`src/rtl/axi4lite_pkg.sv`:
```
// Shared types for the AXI4-Lite master: response codes, master FSM
// states and a helper that names the states in which the master waits
// on the bus.
package axi4lite_pkg;

  typedef enum logic [1:0] {
    OKAY   = 2'b00,
    EXOKAY = 2'b01,
    SLVERR = 2'b10,
    DECERR = 2'b11
  } resp_t;

  typedef enum logic [2:0] {
    IDLE    = 3'd0,
    WR      = 3'd1,
    WR_RESP = 3'd2,
    RD_ADDR = 3'd3,
    RD_DATA = 3'd4,
    RSP     = 3'd5
  } mst_state_t;

  // States in which the master is waiting on a responder handshake; only
  // these may raise the sticky timeout flag.
  function automatic logic is_wait_state(input mst_state_t s);
    return (s == WR) || (s == WR_RESP) || (s == RD_ADDR) || (s == RD_DATA);
  endfunction

endpackage

```
`src/rtl/axi4lite_wdog.sv`:
```
// Saturating watchdog counter. Counts enabled cycles since the last clear,
// stops at TIMEOUT and reports expired while sitting there.
module axi4lite_wdog #(
  parameter int unsigned TIMEOUT = 255
) (
  input  logic clk_i,
  input  logic rst_i,
  input  logic clr_i,
  input  logic en_i,
  output logic expired_o
);

  localparam int unsigned CNT_W = (TIMEOUT < 1) ? 1 : $clog2(TIMEOUT + 1);
  localparam logic [CNT_W-1:0] LIMIT = CNT_W'(TIMEOUT);

  logic [CNT_W-1:0] cnt_q;
  logic [CNT_W-1:0] cnt_d;

  // Next count: clear wins, otherwise count up while enabled until the limit.
  always_comb begin
    cnt_d = cnt_q;
    if (clr_i) begin
      cnt_d = '0;
    end else if (en_i && (cnt_q != LIMIT)) begin
      cnt_d = cnt_q + CNT_W'(1);
    end
  end

  // Counter register.
  always_ff @(posedge clk_i or posedge rst_i) begin
    if (rst_i) begin
      cnt_q <= '0;
    end else begin
      cnt_q <= cnt_d;
    end
  end

  assign expired_o = (cnt_q == LIMIT);

endmodule

```
`src/rtl/axi4lite_master.sv`:
```
// AXI4-Lite initiator. Converts a single-beat command/response port into
// AXI4-Lite read or write transactions, one at a time. Every output comes
// straight from a register. A watchdog raises a sticky timeout flag when a
// bus phase waits too long, without ever withdrawing a pending VALID.
module axi4lite_master
  import axi4lite_pkg::*;
#(
  parameter int unsigned ADDR_W  = 32,
  parameter int unsigned DATA_W  = 32,
  parameter int unsigned TIMEOUT = 255
) (
  input  logic                A_CLK,
  input  logic                A_RST,
  // command port
  input  logic                cmd_valid,
  output logic                cmd_ready,
  input  logic                cmd_write,
  input  logic [ADDR_W-1:0]   cmd_addr,
  input  logic [2:0]          cmd_prot,
  input  logic [DATA_W-1:0]   cmd_wdata,
  input  logic [DATA_W/8-1:0] cmd_wstrb,
  // response port
  output logic                rsp_valid,
  input  logic                rsp_ready,
  output logic [DATA_W-1:0]   rsp_rdata,
  output logic [1:0]          rsp_resp,
  output logic                timeout,
  // write address channel
  output logic [ADDR_W-1:0]   AW_ADDR,
  output logic [2:0]          AW_PROT,
  output logic                AW_VALID,
  input  logic                AW_READY,
  // write data channel
  output logic [DATA_W-1:0]   W_DATA,
  output logic [DATA_W/8-1:0] W_STRB,
  output logic                W_VALID,
  input  logic                W_READY,
  // write response channel
  input  logic [1:0]          B_RESP,
  input  logic                B_VALID,
  output logic                B_READY,
  // read address channel
  output logic [ADDR_W-1:0]   AR_ADDR,
  output logic [2:0]          AR_PROT,
  output logic                AR_VALID,
  input  logic                AR_READY,
  // read data channel
  input  logic [DATA_W-1:0]   R_DATA,
  input  logic [1:0]          R_RESP,
  input  logic                R_VALID,
  output logic                R_READY
);

  localparam int unsigned STRB_W = DATA_W / 8;

  mst_state_t          state_q,     state_d;
  logic                cmd_ready_q, cmd_ready_d;
  logic [ADDR_W-1:0]   awaddr_q,    awaddr_d;
  logic [2:0]          awprot_q,    awprot_d;
  logic                awvalid_q,   awvalid_d;
  logic [DATA_W-1:0]   wdata_q,     wdata_d;
  logic [STRB_W-1:0]   wstrb_q,     wstrb_d;
  logic                wvalid_q,    wvalid_d;
  logic                bready_q,    bready_d;
  logic [ADDR_W-1:0]   araddr_q,    araddr_d;
  logic [2:0]          arprot_q,    arprot_d;
  logic                arvalid_q,   arvalid_d;
  logic                rready_q,    rready_d;
  logic                rspvalid_q,  rspvalid_d;
  logic [DATA_W-1:0]   rsprdata_q,  rsprdata_d;
  resp_t               rspresp_q,   rspresp_d;
  logic                timeout_q,   timeout_d;

  logic                accept;
  logic                wdog_clr;
  logic                wdog_en;
  logic                wdog_expired;

  assign accept   = cmd_valid && cmd_ready_q;
  // Restart the watchdog on every state change so each phase gets a full budget.
  assign wdog_clr = (state_d != state_q);
  assign wdog_en  = is_wait_state(state_q);

  axi4lite_wdog #(
    .TIMEOUT (TIMEOUT)
  ) u_wdog (
    .clk_i     (A_CLK),
    .rst_i     (A_RST),
    .clr_i     (wdog_clr),
    .en_i      (wdog_en),
    .expired_o (wdog_expired)
  );

  // Next-state and next-output logic for the transaction FSM.
  always_comb begin
    state_d     = state_q;
    awaddr_d    = awaddr_q;
    awprot_d    = awprot_q;
    awvalid_d   = awvalid_q;
    wdata_d     = wdata_q;
    wstrb_d     = wstrb_q;
    wvalid_d    = wvalid_q;
    bready_d    = bready_q;
    araddr_d    = araddr_q;
    arprot_d    = arprot_q;
    arvalid_d   = arvalid_q;
    rready_d    = rready_q;
    rspvalid_d  = rspvalid_q;
    rsprdata_d  = rsprdata_q;
    rspresp_d   = rspresp_q;
    timeout_d   = timeout_q;

    unique case (state_q)
      IDLE: begin
        if (accept) begin
          timeout_d = 1'b0;
          if (cmd_write) begin
            awaddr_d  = cmd_addr;
            awprot_d  = cmd_prot;
            wdata_d   = cmd_wdata;
            wstrb_d   = cmd_wstrb;
            awvalid_d = 1'b1;
            wvalid_d  = 1'b1;
            state_d   = WR;
          end else begin
            araddr_d  = cmd_addr;
            arprot_d  = cmd_prot;
            arvalid_d = 1'b1;
            state_d   = RD_ADDR;
          end
        end
      end

      WR: begin
        // Address and data channels retire independently; either may finish first.
        if (awvalid_q && AW_READY) begin
          awvalid_d = 1'b0;
        end
        if (wvalid_q && W_READY) begin
          wvalid_d = 1'b0;
        end
        if (!awvalid_d && !wvalid_d) begin
          bready_d = 1'b1;
          state_d  = WR_RESP;
        end
      end

      WR_RESP: begin
        if (B_VALID && bready_q) begin
          rspresp_d  = resp_t'(B_RESP);
          rsprdata_d = '0;
          bready_d   = 1'b0;
          rspvalid_d = 1'b1;
          state_d    = RSP;
        end
      end

      RD_ADDR: begin
        if (arvalid_q && AR_READY) begin
          arvalid_d = 1'b0;
          rready_d  = 1'b1;
          state_d   = RD_DATA;
        end
      end

      RD_DATA: begin
        if (R_VALID && rready_q) begin
          rsprdata_d = R_DATA;
          rspresp_d  = resp_t'(R_RESP);
          rready_d   = 1'b0;
          rspvalid_d = 1'b1;
          state_d    = RSP;
        end
      end

      RSP: begin
        if (rsp_ready) begin
          rspvalid_d = 1'b0;
          state_d    = IDLE;
        end
      end

      default: begin
        state_d = IDLE;
      end
    endcase

    // A stalled bus phase latches the flag; only the next accepted command clears it.
    if (wdog_expired && is_wait_state(state_q)) begin
      timeout_d = 1'b1;
    end

    cmd_ready_d = (state_d == IDLE);
  end

  // State and output registers; reset abandons any transaction in flight.
  always_ff @(posedge A_CLK or posedge A_RST) begin
    if (A_RST) begin
      state_q     <= IDLE;
      cmd_ready_q <= 1'b1;
      awaddr_q    <= '0;
      awprot_q    <= '0;
      awvalid_q   <= 1'b0;
      wdata_q     <= '0;
      wstrb_q     <= '0;
      wvalid_q    <= 1'b0;
      bready_q    <= 1'b0;
      araddr_q    <= '0;
      arprot_q    <= '0;
      arvalid_q   <= 1'b0;
      rready_q    <= 1'b0;
      rspvalid_q  <= 1'b0;
      rsprdata_q  <= '0;
      rspresp_q   <= OKAY;
      timeout_q   <= 1'b0;
    end else begin
      state_q     <= state_d;
      cmd_ready_q <= cmd_ready_d;
      awaddr_q    <= awaddr_d;
      awprot_q    <= awprot_d;
      awvalid_q   <= awvalid_d;
      wdata_q     <= wdata_d;
      wstrb_q     <= wstrb_d;
      wvalid_q    <= wvalid_d;
      bready_q    <= bready_d;
      araddr_q    <= araddr_d;
      arprot_q    <= arprot_d;
      arvalid_q   <= arvalid_d;
      rready_q    <= rready_d;
      rspvalid_q  <= rspvalid_d;
      rsprdata_q  <= rsprdata_d;
      rspresp_q   <= rspresp_d;
      timeout_q   <= timeout_d;
    end
  end

  assign cmd_ready = cmd_ready_q;
  assign rsp_valid = rspvalid_q;
  assign rsp_rdata = rsprdata_q;
  assign rsp_resp  = rspresp_q;
  assign timeout   = timeout_q;
  assign AW_ADDR   = awaddr_q;
  assign AW_PROT   = awprot_q;
  assign AW_VALID  = awvalid_q;
  assign W_DATA    = wdata_q;
  assign W_STRB    = wstrb_q;
  assign W_VALID   = wvalid_q;
  assign B_READY   = bready_q;
  assign AR_ADDR   = araddr_q;
  assign AR_PROT   = arprot_q;
  assign AR_VALID  = arvalid_q;
  assign R_READY   = rready_q;

endmodule
```
`config.mk`:
```
export PLATFORM = sky130hd
export DESIGN_NAME = axi4lite_master
export DESIGN_NICKNAME = d
export VERILOG_FILES = /design/src/rtl/axi4lite_pkg.sv /design/src/rtl/axi4lite_wdog.sv /design/src/rtl/axi4lite_master.sv
export SDC_FILE = /design/constraint.sdc
export NUM_CORES = 1
export LEC_CHECK = 0
export ABC_AREA = 1
export CAP_MARGIN = 20
export CORE_UTILIZATION = 44
export CTS_CLUSTER_SIZE = 14
export DETAILED_ROUTE_END_ITERATION = 10
export GPL_TIMING_DRIVEN = 0
export PLACE_DENSITY_LB_ADDON = 0.1
export SYNTH_ARGS = -nofsm -noshare
export SYNTH_HDL_FRONTEND = slang
export SYNTH_HIERARCHICAL = 1
export SYNTH_SLANG_ARGS = --single-unit
```
`constraint.sdc`:
```
create_clock -name A_CLK -period 5.55 [get_ports A_CLK]
set_clock_uncertainty 0.05 [all_clocks]
set_input_delay 0.8325 -clock A_CLK [delete_from_list [all_inputs] [get_ports A_CLK]]
set_output_delay 0.8325 -clock A_CLK [all_outputs]
set_load 0.02 [all_outputs]
```
Word-level counts from Yosys, hierarchy flattened
Index checks and enable logic that the tools add are counted.
{"block": "classes", "eq_ne": 16, "n_mux": 41, "add_sub_neg": 1, "n_bitwise": 1, "n_reduce_logical": 34}
{"cell": "32-bit 2-to-1 mux", "n": 2}
{"cell": "32-bit one-hot mux with 2 select lines", "n": 1}
{"cell": "1-bit 2-to-1 mux", "n": 19}
{"cell": "3-bit 2-to-1 mux", "n": 6}
{"cell": "3-bit one-hot mux with 6 select lines", "n": 1}
{"cell": "3-bit AND reduction", "n": 6}
{"cell": "8-bit 2-to-1 mux", "n": 2}
{"cell": "2-bit nonzero test", "n": 8}
{"cell": "1-bit one-hot mux with 2 select lines", "n": 5}
{"cell": "1-bit logical AND", "n": 9}
{"cell": "8-bit by 1-bit adder with 8-bit output, second input constant", "n": 1}
{"cell": "8-bit == test, second input constant", "n": 1}
{"cell": "2-bit by 1-bit inequality test with 1-bit output, second input constant", "n": 4}
{"cell": "2-bit inequality test, second input constant", "n": 4}
{"cell": "8-bit inequality test, second input constant", "n": 1}
{"cell": "4-bit AND reduction", "n": 2}
{"cell": "3-bit by 2-bit == test with 1-bit output, second input constant", "n": 2}
{"cell": "3-bit == test, second input constant", "n": 2}
{"cell": "3-bit logical NOT", "n": 2}
{"cell": "2-bit 2-to-1 mux", "n": 3}
{"cell": "2-bit one-hot mux with 2 select lines", "n": 1}
{"cell": "3-bit by 1-bit == test with 1-bit output, second input constant", "n": 1}
{"cell": "1-bit logical OR", "n": 3}
{"cell": "3-bit inequality test", "n": 1}
{"cell": "other kinds (5)", "n": 6}
{"block": "word_totals", "elab_cells": 111, "reg_bits": 159, "out_inout_bits": 148, "inputBits": 117}

Logic depth before layout (Yosys ltp)
{"block": "logic_depth", "ltp_word": 9, "depth_mapped": 14, "depth_no_buf": 14}

By module
Netlist, hierarchy kept.
{"module": "axi4lite_master", "n_inst": 1, "cells_per_inst": 672, "area_per_inst_um2": 6248.5}
{"module": "axi4lite_wdog", "n_inst": 1, "cells_per_inst": 69, "area_per_inst_um2": 506.7}

Worst setup path before layout
No wires, ideal clock.
{"block": "synth_timing", "kind": "input-to-reg", "from": "input port cmd_valid", "to": "register u_wdog.cnt_q[7]", "n_path_buf": 1, "setup_time_ns": 0.118, "cell_stages": 12, "path_slack_ns": 3.514, "t_required_ns": 5.382, "arrival_ns": 1.868, "cell_sequence": "nand4_2 > buf_4 > nand2_1 > clkinv_1 > nand2_1 > nand2_1 > nand2_1 > inv_1 > nand2_4 > clkinv_4 > nand2_1 > nand2_1"}
{"block": "synth_between", "elab_chain_len": 5, "word_cells_on_any_way": 6, "cone_classes": "eq/ne: 1; mux: 3; reduce/logical: 2"}
{"element": "start: declaration", "line_no": "axi4lite_master.sv:15", "rtl": "input logic cmd_valid,"}
{"element": "1-bit logical AND *", "line_no": "axi4lite_master.sv:79", "rtl": "assign accept = cmd_valid && cmd_ready_q;"}
{"element": "3-bit 2-to-1 mux *", "line_no": "axi4lite_master.sv:115", "rtl": "if (accept) begin"}
{"element": "3-bit one-hot mux with 6 select lines *", "line_no": "axi4lite_master.sv:113", "rtl": "unique case (state_q)"}
{"element": "named net state_d[0]", "line_no": "axi4lite_master.sv:56", "rtl": "mst_state_t state_q, state_d;"}
{"element": "3-bit inequality test *", "line_no": "axi4lite_master.sv:81", "rtl": "assign wdog_clr = (state_d != state_q);"}
{"element": "named net wdog_clr", "line_no": "axi4lite_master.sv:75", "rtl": "logic wdog_clr;"}
{"element": "8-bit 2-to-1 mux / 2-bit nonzero test (equally long branches)"}
{"element": "end signal: assignment", "line_no": "axi4lite_wdog.sv:34", "rtl": "cnt_q <= cnt_d;"}
{"element": "end: declaration", "line_no": "axi4lite_wdog.sv:16", "rtl": "logic [CNT_W-1:0] cnt_q;"}
Mark *: on every way through the listed nets, which the timed path passes. The rest lies on a longest branch.
A chain may end at the register's enable or synchronous reset.

Worst setup path in the final report
{"block": "layout_timing", "from": "register cmd_ready_q, in the netlist cmd_ready", "to": "output port cmd_ready"}
{"element": "start: declaration", "line_no": "axi4lite_master.sv:57", "rtl": "logic cmd_ready_q, cmd_ready_d;"}
{"element": "start signal: assignment", "line_no": "axi4lite_master.sv:218", "rtl": "cmd_ready_q <= cmd_ready_d;"}
{"element": "end: declaration", "line_no": "axi4lite_master.sv:16", "rtl": "output logic cmd_ready,"}
No word-level cell between the ends.

==> out/summary.log <==
[route] DRC violation count after routing 0
[synthesis] post-synthesis area per instance 9.12 µm²
[route] vias after detailed routing 6,047
[floorplan] starting utilization of the core area 45.8%
[min_path] cell depth of the worst min-delay path 2
[clock_network] Post-CTS Hold Fix Bufs 0
[worst_setup_path] standard cell with the maximum stage delay on the critical path clkdlybuf4s50_1
[worst_setup_path] endpoint of the worst register-to-register path u_wdog/cnt_q[7]$_DFFE_PP0P_
[place] pre-CTS setup slack 2740 ps
[timing] transition time at the pin with the least slew margin 515 ps
[worst_setup_path] Worst path max stage delay 650 ps
[worst_setup_path] Critical Path RT 4670 ps
[global_route] All-Layer GR Usage 24.4%
[cells_and_area] fill cell count 1,204
[route] Avg Vias per Cell 4.96
[synthesis] Synth area leader dfrtp_1
[synthesis] area fraction of the dominant cell type after synthesis 58.5%
[global_route] pin count of the biggest net entering global routing 98
[clock_network] count of H-tree levels built during CTS 4
[synthesis] sequential-to-total area share from yosys stat 58.9%
[synthesis] Yosys warning count 6
[timing] Final min period 2500 ps
[worst_setup_path] signal arrival time at the worst endpoint 1610 ps
[cells_and_area] final non-filler cell area 10,300 µm²
[timing] worst slew margin relative to its limit 65.6%
[cells_and_area] area growth from synthesis to layout 52.0%
[run] max_cap viols 0
[cells_and_area] final net count 1,143
[worst_setup_path] buffering stage count on the worst path with inverters included 1
[status] result of the run complete, no violations
[global_route] wire length of the first global-routing pass 30.1 mm
[clock_network] worst-case clock buffer depth 2
[worst_setup_path] number of cells on the worst reg-to-reg path 14
[clock_network] clock-pin slew reported for the worst setup and hold paths after clock tree synthesis 60 ps
[timing] Max Freq 0.401 GHz
[route] number of iterations in the first detailed-routing pass 4
[power] final total power 5.83 mW
[synthesis] synthesized instance count 741
[worst_setup_path] cell family with the largest share of critical-path delay buffers and inverters
[clock_network] root buffer cell clkbuf_16
[min_path] class of the worst hold path register to register
[clock_network] clock tree from TritonCTS yes
[clock_network] TritonCTS buffer count 17
[timing] hold_ws 420 ps
[synthesis] Mapped Nets 859
[clock_network] post-CTS setup repair buffer count 0
[worst_setup_path] highest net fanout along the worst path 3
[clock_network] number of instances resized during post-cts repair 0
[global_route] total global routing overflow 0
[route] DRT iter0 DRCs 242
[clock_network] number of sinks on the clock net 159
[timing] unrepaired setup endpoints after global routing no
[synthesis] Yosys reg bits 159
[floorplan] die height 126 µm
[synthesis] cell area after synthesis 6760 µm²
[synthesis] largest cells by area after synthesis dfrtp_1, nand2_1, o21ai_0
[floorplan] Placement Rows 44
[place] Post-Place Cells 1,190
[global_route] number of antenna violations at the first check in global routing 1
[route] wire length per cell 15.3 µm
[timing] final setup margin 3050 ps
[cells_and_area] top library cells by usage in the layout, fill and taps aside clkdlybuf4s50_1, nand2_1, dfrtp_1
[place] routability congestion estimate from global placement 0.847
[min_path] destination of the worst hold path AR_ADDR[25]$_DFFE_PP0P_
[cells_and_area] Antenna Cells 0
[clock_network] source-to-sink clock delay at the later pin of the worst-skew pair 410 ps
[cells_and_area] area used by sequential logic in the layout 3980 µm²
[worst_setup_path] worst reg2reg path startpoint state_q[0]$_DFF_PP0_
[worst_setup_path] crit path cell chain clkdlybuf4s50_1
[worst_setup_path] Worst Setup End Kind output port
[worst_setup_path] critical path launch point type register
[power] Power per Cell Area 568 nW/µm²
[synthesis] Synth cell types 33
[power] Static Leak 4.85 nW
[timing] final count of pins violating max slew 0
[worst_setup_path] worst reg2reg setup slack 3430 ps
[timing] Final Hold Fails 0
[timing] final cycle utilization of the critical path 45.0%
[power] VDD IR-drop max 0.286 mV
[floorplan] overall die area 15,900 µm²
[global_route] via count of the first global-routing pass 5,907
[cells_and_area] area of combinational cells with multiple inputs 2360 µm²
[route] count of nets left with antenna violations after detail routing 0
[place] Post-DP Area 9660 µm²
[cells_and_area] fraction of layout instances using a drive strength above 1 10.3%
[floorplan] top-level I/O count 265
[floorplan] Die X 126 µm
[timing] final setup violation count 0
[route] total wire length 18.7 mm
[min_path] Hold Crit Start AR_ADDR[25]$_DFFE_PP0P_
[cells_and_area] most frequent standard cell in the layout excluding fill and tap cells clkdlybuf4s50_1
[worst_setup_path] category of the critical setup timing path register to output port
[floorplan] Core Box Area 14,800 µm²
[place] Detail Placement HPWL 13.4 mm
[cells_and_area] count of non-filler cells in the finished layout 1,219
[place] port bufs 264
[kinds of logic (layout without fill, tap and decap cells)]
logic type,after synthesis,in the layout,synth area share (%)
simple gates,384,384,26.2
flops,159,159,58.9
compound gates,109,109,8.43
buf+inv,87,381,6.17
fa+ha+maj,1,1,0.185
xor+xnor,1,1,0.130
[Yosys cell counts, drive strengths merged]
cell type	number
a31oi	2
o22a	1
buf	28
dfstp	1
clkinv	2
o22ai	1
o21a	1
a21oi	24
nor2	44
xor2	1
nor3	2
nand4	4
o21ai	79
ha	1
clkbuf	12
a22o	1
dfrtp	158
nand2	256
inv	45
nand3	78
[power breakdown]
part           leakage (nW)  internal [mW]  switching, mW
combinational          2.55           1.20           1.49
sequential             2.01           1.66          0.271
clock                 0.295          0.781          0.441
[registers in the layout (all words and copies together), names as in the netlist, 2 cells and up]
| signal | flops |
|---|---|
| AR_PROT | 3 |
| AW_ADDR | 32 |
| AW_PROT | 3 |
| rsp_rdata | 32 |
| W_DATA | 32 |
| W_STRB | 4 |
| rsp_resp | 2 |
| u_wdog/cnt_q | 8 |
| AR_ADDR | 32 |
| state_q | 3 |
[layer usage]
layer / up-vias / share of wire [%] / GRT usage, %
met5: - / 0 / 0
met4: 0 / 2.7 / 9.85
met3: 35 / 7.4 / 7.69
met2: 209 / 47 / 38.4
met1: 2849 / 43 / 31.3
li1: 2954 / - / -
[worst max path at each step]
stage	slack (ps)	depth (start not counted)	end	from
3_5_place_dp	2740	13	u_wdog/cnt_q[7]$_DFFE_PP0P_	cmd_valid
2_1_floorplan	600	1	AR_ADDR[0]$_DFFE_PP0P_	A_RST
4_1_cts	3030	1	cmd_ready	cmd_ready$_DFF_PP1_
6_report	3050	1	cmd_ready	cmd_ready$_DFF_PP1_
3_3_place_gp	-1670	2	AR_ADDR[12]$_DFFE_PP0P_	A_RST
5_1_grt	2980	13	u_wdog/cnt_q[7]$_DFFE_PP0P_	cmd_valid
[per-stage QoR]
step	TNS, ps	utilization (%)
after global routing	0	69.6
final	0	69.6
after global placement	-248680	65.3
after CTS	0	69.6
after detailed placement	0	65.5
after floorplan	0	-
[final cells by class]
class,count,share of cell area [%]
Sequential cell,159,38.8
Timing Repair Buffer,265,26.0
Multi-Input combinational cell,495,23.0
Clock buffer,23,4.65
Buffer,40,2.29
Tap cell,184,2.24
Inverter,47,1.82
Clock inverter,6,1.29
(Power assumes the default switching activity.)
==> edit, RTL diff (same settings) <==
`DATA_W`: 32 -> 16.
--- a/src/rtl/axi4lite_master.sv
+++ b/src/rtl/axi4lite_master.sv
@@ -8,3 +8,3 @@
   parameter int unsigned ADDR_W  = 32,
-  parameter int unsigned DATA_W  = 32,
+  parameter int unsigned DATA_W  = 16,
   parameter int unsigned TIMEOUT = 255
Ports: changed (6 resized); port bits go from 265 to 197. The function was not compared with the original's and may differ.
==> edit against the original RTL <==
Power fell by 20%; synthesized area is 23% lower; clock power fell by 16%; synthesized cell count is 22% lower; utilization decreased by 0.59 points; sequential cell count fell by 34; die area down 23%; wire length down 25%; design area shrank 23%; worst setup slack improved by 0.028 ns; register-to-register slack gained 0.09 ns; critical endpoint unchanged; largest power group unchanged.
==> edit: results (changes against the original RTL) <==
==============================================================================
Terminus of the critical flop-to-flop path                        u_wdog/cnt_q[5]   was u_wdog/cnt_q[7]
Leading cell types by count after synthesis                       sky130_fd_sc_hd__nand2_1, sky130_fd_sc_hd__dfrtp_1, sky130_fd_sc_hd__o21ai_0, sky130_fd_sc_hd__inv_1, sky130_fd_sc_hd__nand3_1   was sky130_fd_sc_hd__nand2_1, sky130_fd_sc_hd__dfrtp_1, sky130_fd_sc_hd__o21ai_0, sky130_fd_sc_hd__nand3_1, sky130_fd_sc_hd__inv_1
Violation count after the first detailed-routing iteration                 317   was 242
Part of the Yosys area used for sequential elements                      60.3%   was 58.9%
Overall global routing resource usage                                    24.2%   was 24.4%
Via count of the first global-routing pass                                4763   was 5907
Maximum number of pins on one net before global-route repair                82   was 98
Area after DPL                                                       7360 um^2   was 9660 um^2
CTS Root Buffer Type                                              sky130_fd_sc_hd__clkbuf_16   unchanged
Hold path endpoint                                                   W_DATA[6]   was AR_ADDR[25]
Number of fillers in the final layout                                      942   was 1204
Final net count                                                            879   was 1143
Largest driver fanout on the critical path                                   3   unchanged
Antenna violations before repair                                             0   was 1
Post-Synth Adder-Cell Area                                              0.241%   was 0.185%
Distinct cells, synth                                                       30   was 33
Leakage                                                                3.91 nW   was 4.85 nW
Fraction of the mapped netlist area in compound gates                    9.48%   was 8.43%
Post-Synthesis Net Count                                                   663   was 859
Clock latency reported for the late side of the worst-skew pair        0.40 ns
Half-perimeter wire length after placement                            10500 um   was 13400 um
Final wirelength                                                      14100 um   was 18700 um
Synth top area cells                                              sky130_fd_sc_hd__dfrtp_1, sky130_fd_sc_hd__nand2_1, sky130_fd_sc_hd__o21ai_0   unchanged
Wire length of the first global-routing pass                          23600 um   was 30100 um
Max-slew headroom at the worst pin                                       67.1%   was 65.6%
Result of the run                                                 complete, no violations   unchanged
Placer's final routability congestion estimate                           0.829   was 0.847
Peak supply drop                                                        294 uV   was 286 uV
Min-Delay Startpoint                                                 W_DATA[6]   was AR_ADDR[25]
==============================================================================
[edit: cell count changes in the layout (fill, tap and decap cells not counted), sizes merged, moves of 14 or more]
| cell | change |
|---|---|
| nor2 | -26 |
| inv | +24 |
| nand2 | -67 |
| buf | -14 |
| clkdlybuf4s50 | -68 |
| a21oi | -15 |
| nand3 | -25 |
| dfrtp | -34 |
[edit: stage by stage]
stage               util [%]  hold WS, ns  power [mW]  worst slack [ns]  std cells
CTS                     69.0        0.424        4.73              3.06        950
finish                  69.0        0.423        4.68              3.08        950
global placement        63.9        0.403        3.62            -0.121        918
global route            69.0        0.440        4.97              3.00        950
detailed placement      64.2        0.413        3.68              2.71        919
floorplan                  -        0.411        2.63              1.57        579
[edit: layer usage]
layer	vias up	track usage [%]	part of all wire, %
met4	0	9.42	1.6
met3	15	6.53	6.3
li1	2267	-	-
met1	2225	31.8	45
met2	160	38.2	47
met5	-	0	0
[edit: cell families (layout without fill, tap and decap cells)]
logic type,after synthesis,count (layout)
buffers and inverters,95,323
xor gates and xnor gates,1,1
and+or+nand+nor,264,264
DFF,125,125
AOI/OAI and AO/OA,93,93
adders and majority gates,1,1
[edit: area by class of cell]
type | instances | area, um^2 | area share [%]
sequential | 125 | 3130 | 39.5
timing repair buffer | 197 | 1990 | 25.1
multi-input combinational | 359 | 1640 | 20.7
clock buffer | 24 | 492 | 6.21
inverter | 70 | 273 | 3.45
tap | 143 | 179 | 2.26
buffer | 25 | 149 | 1.88
clock inverter | 7 | 62.6 | 0.790
[edit: power breakdown]
| part | internal, mW | total [mW] | switching (mW) |
|---|---|---|---|
| Clock | 0.656 | 1.03 | 0.369 |
| Sequential | 1.30 | 1.54 | 0.236 |
| Combinational | 0.941 | 2.12 | 1.18 |
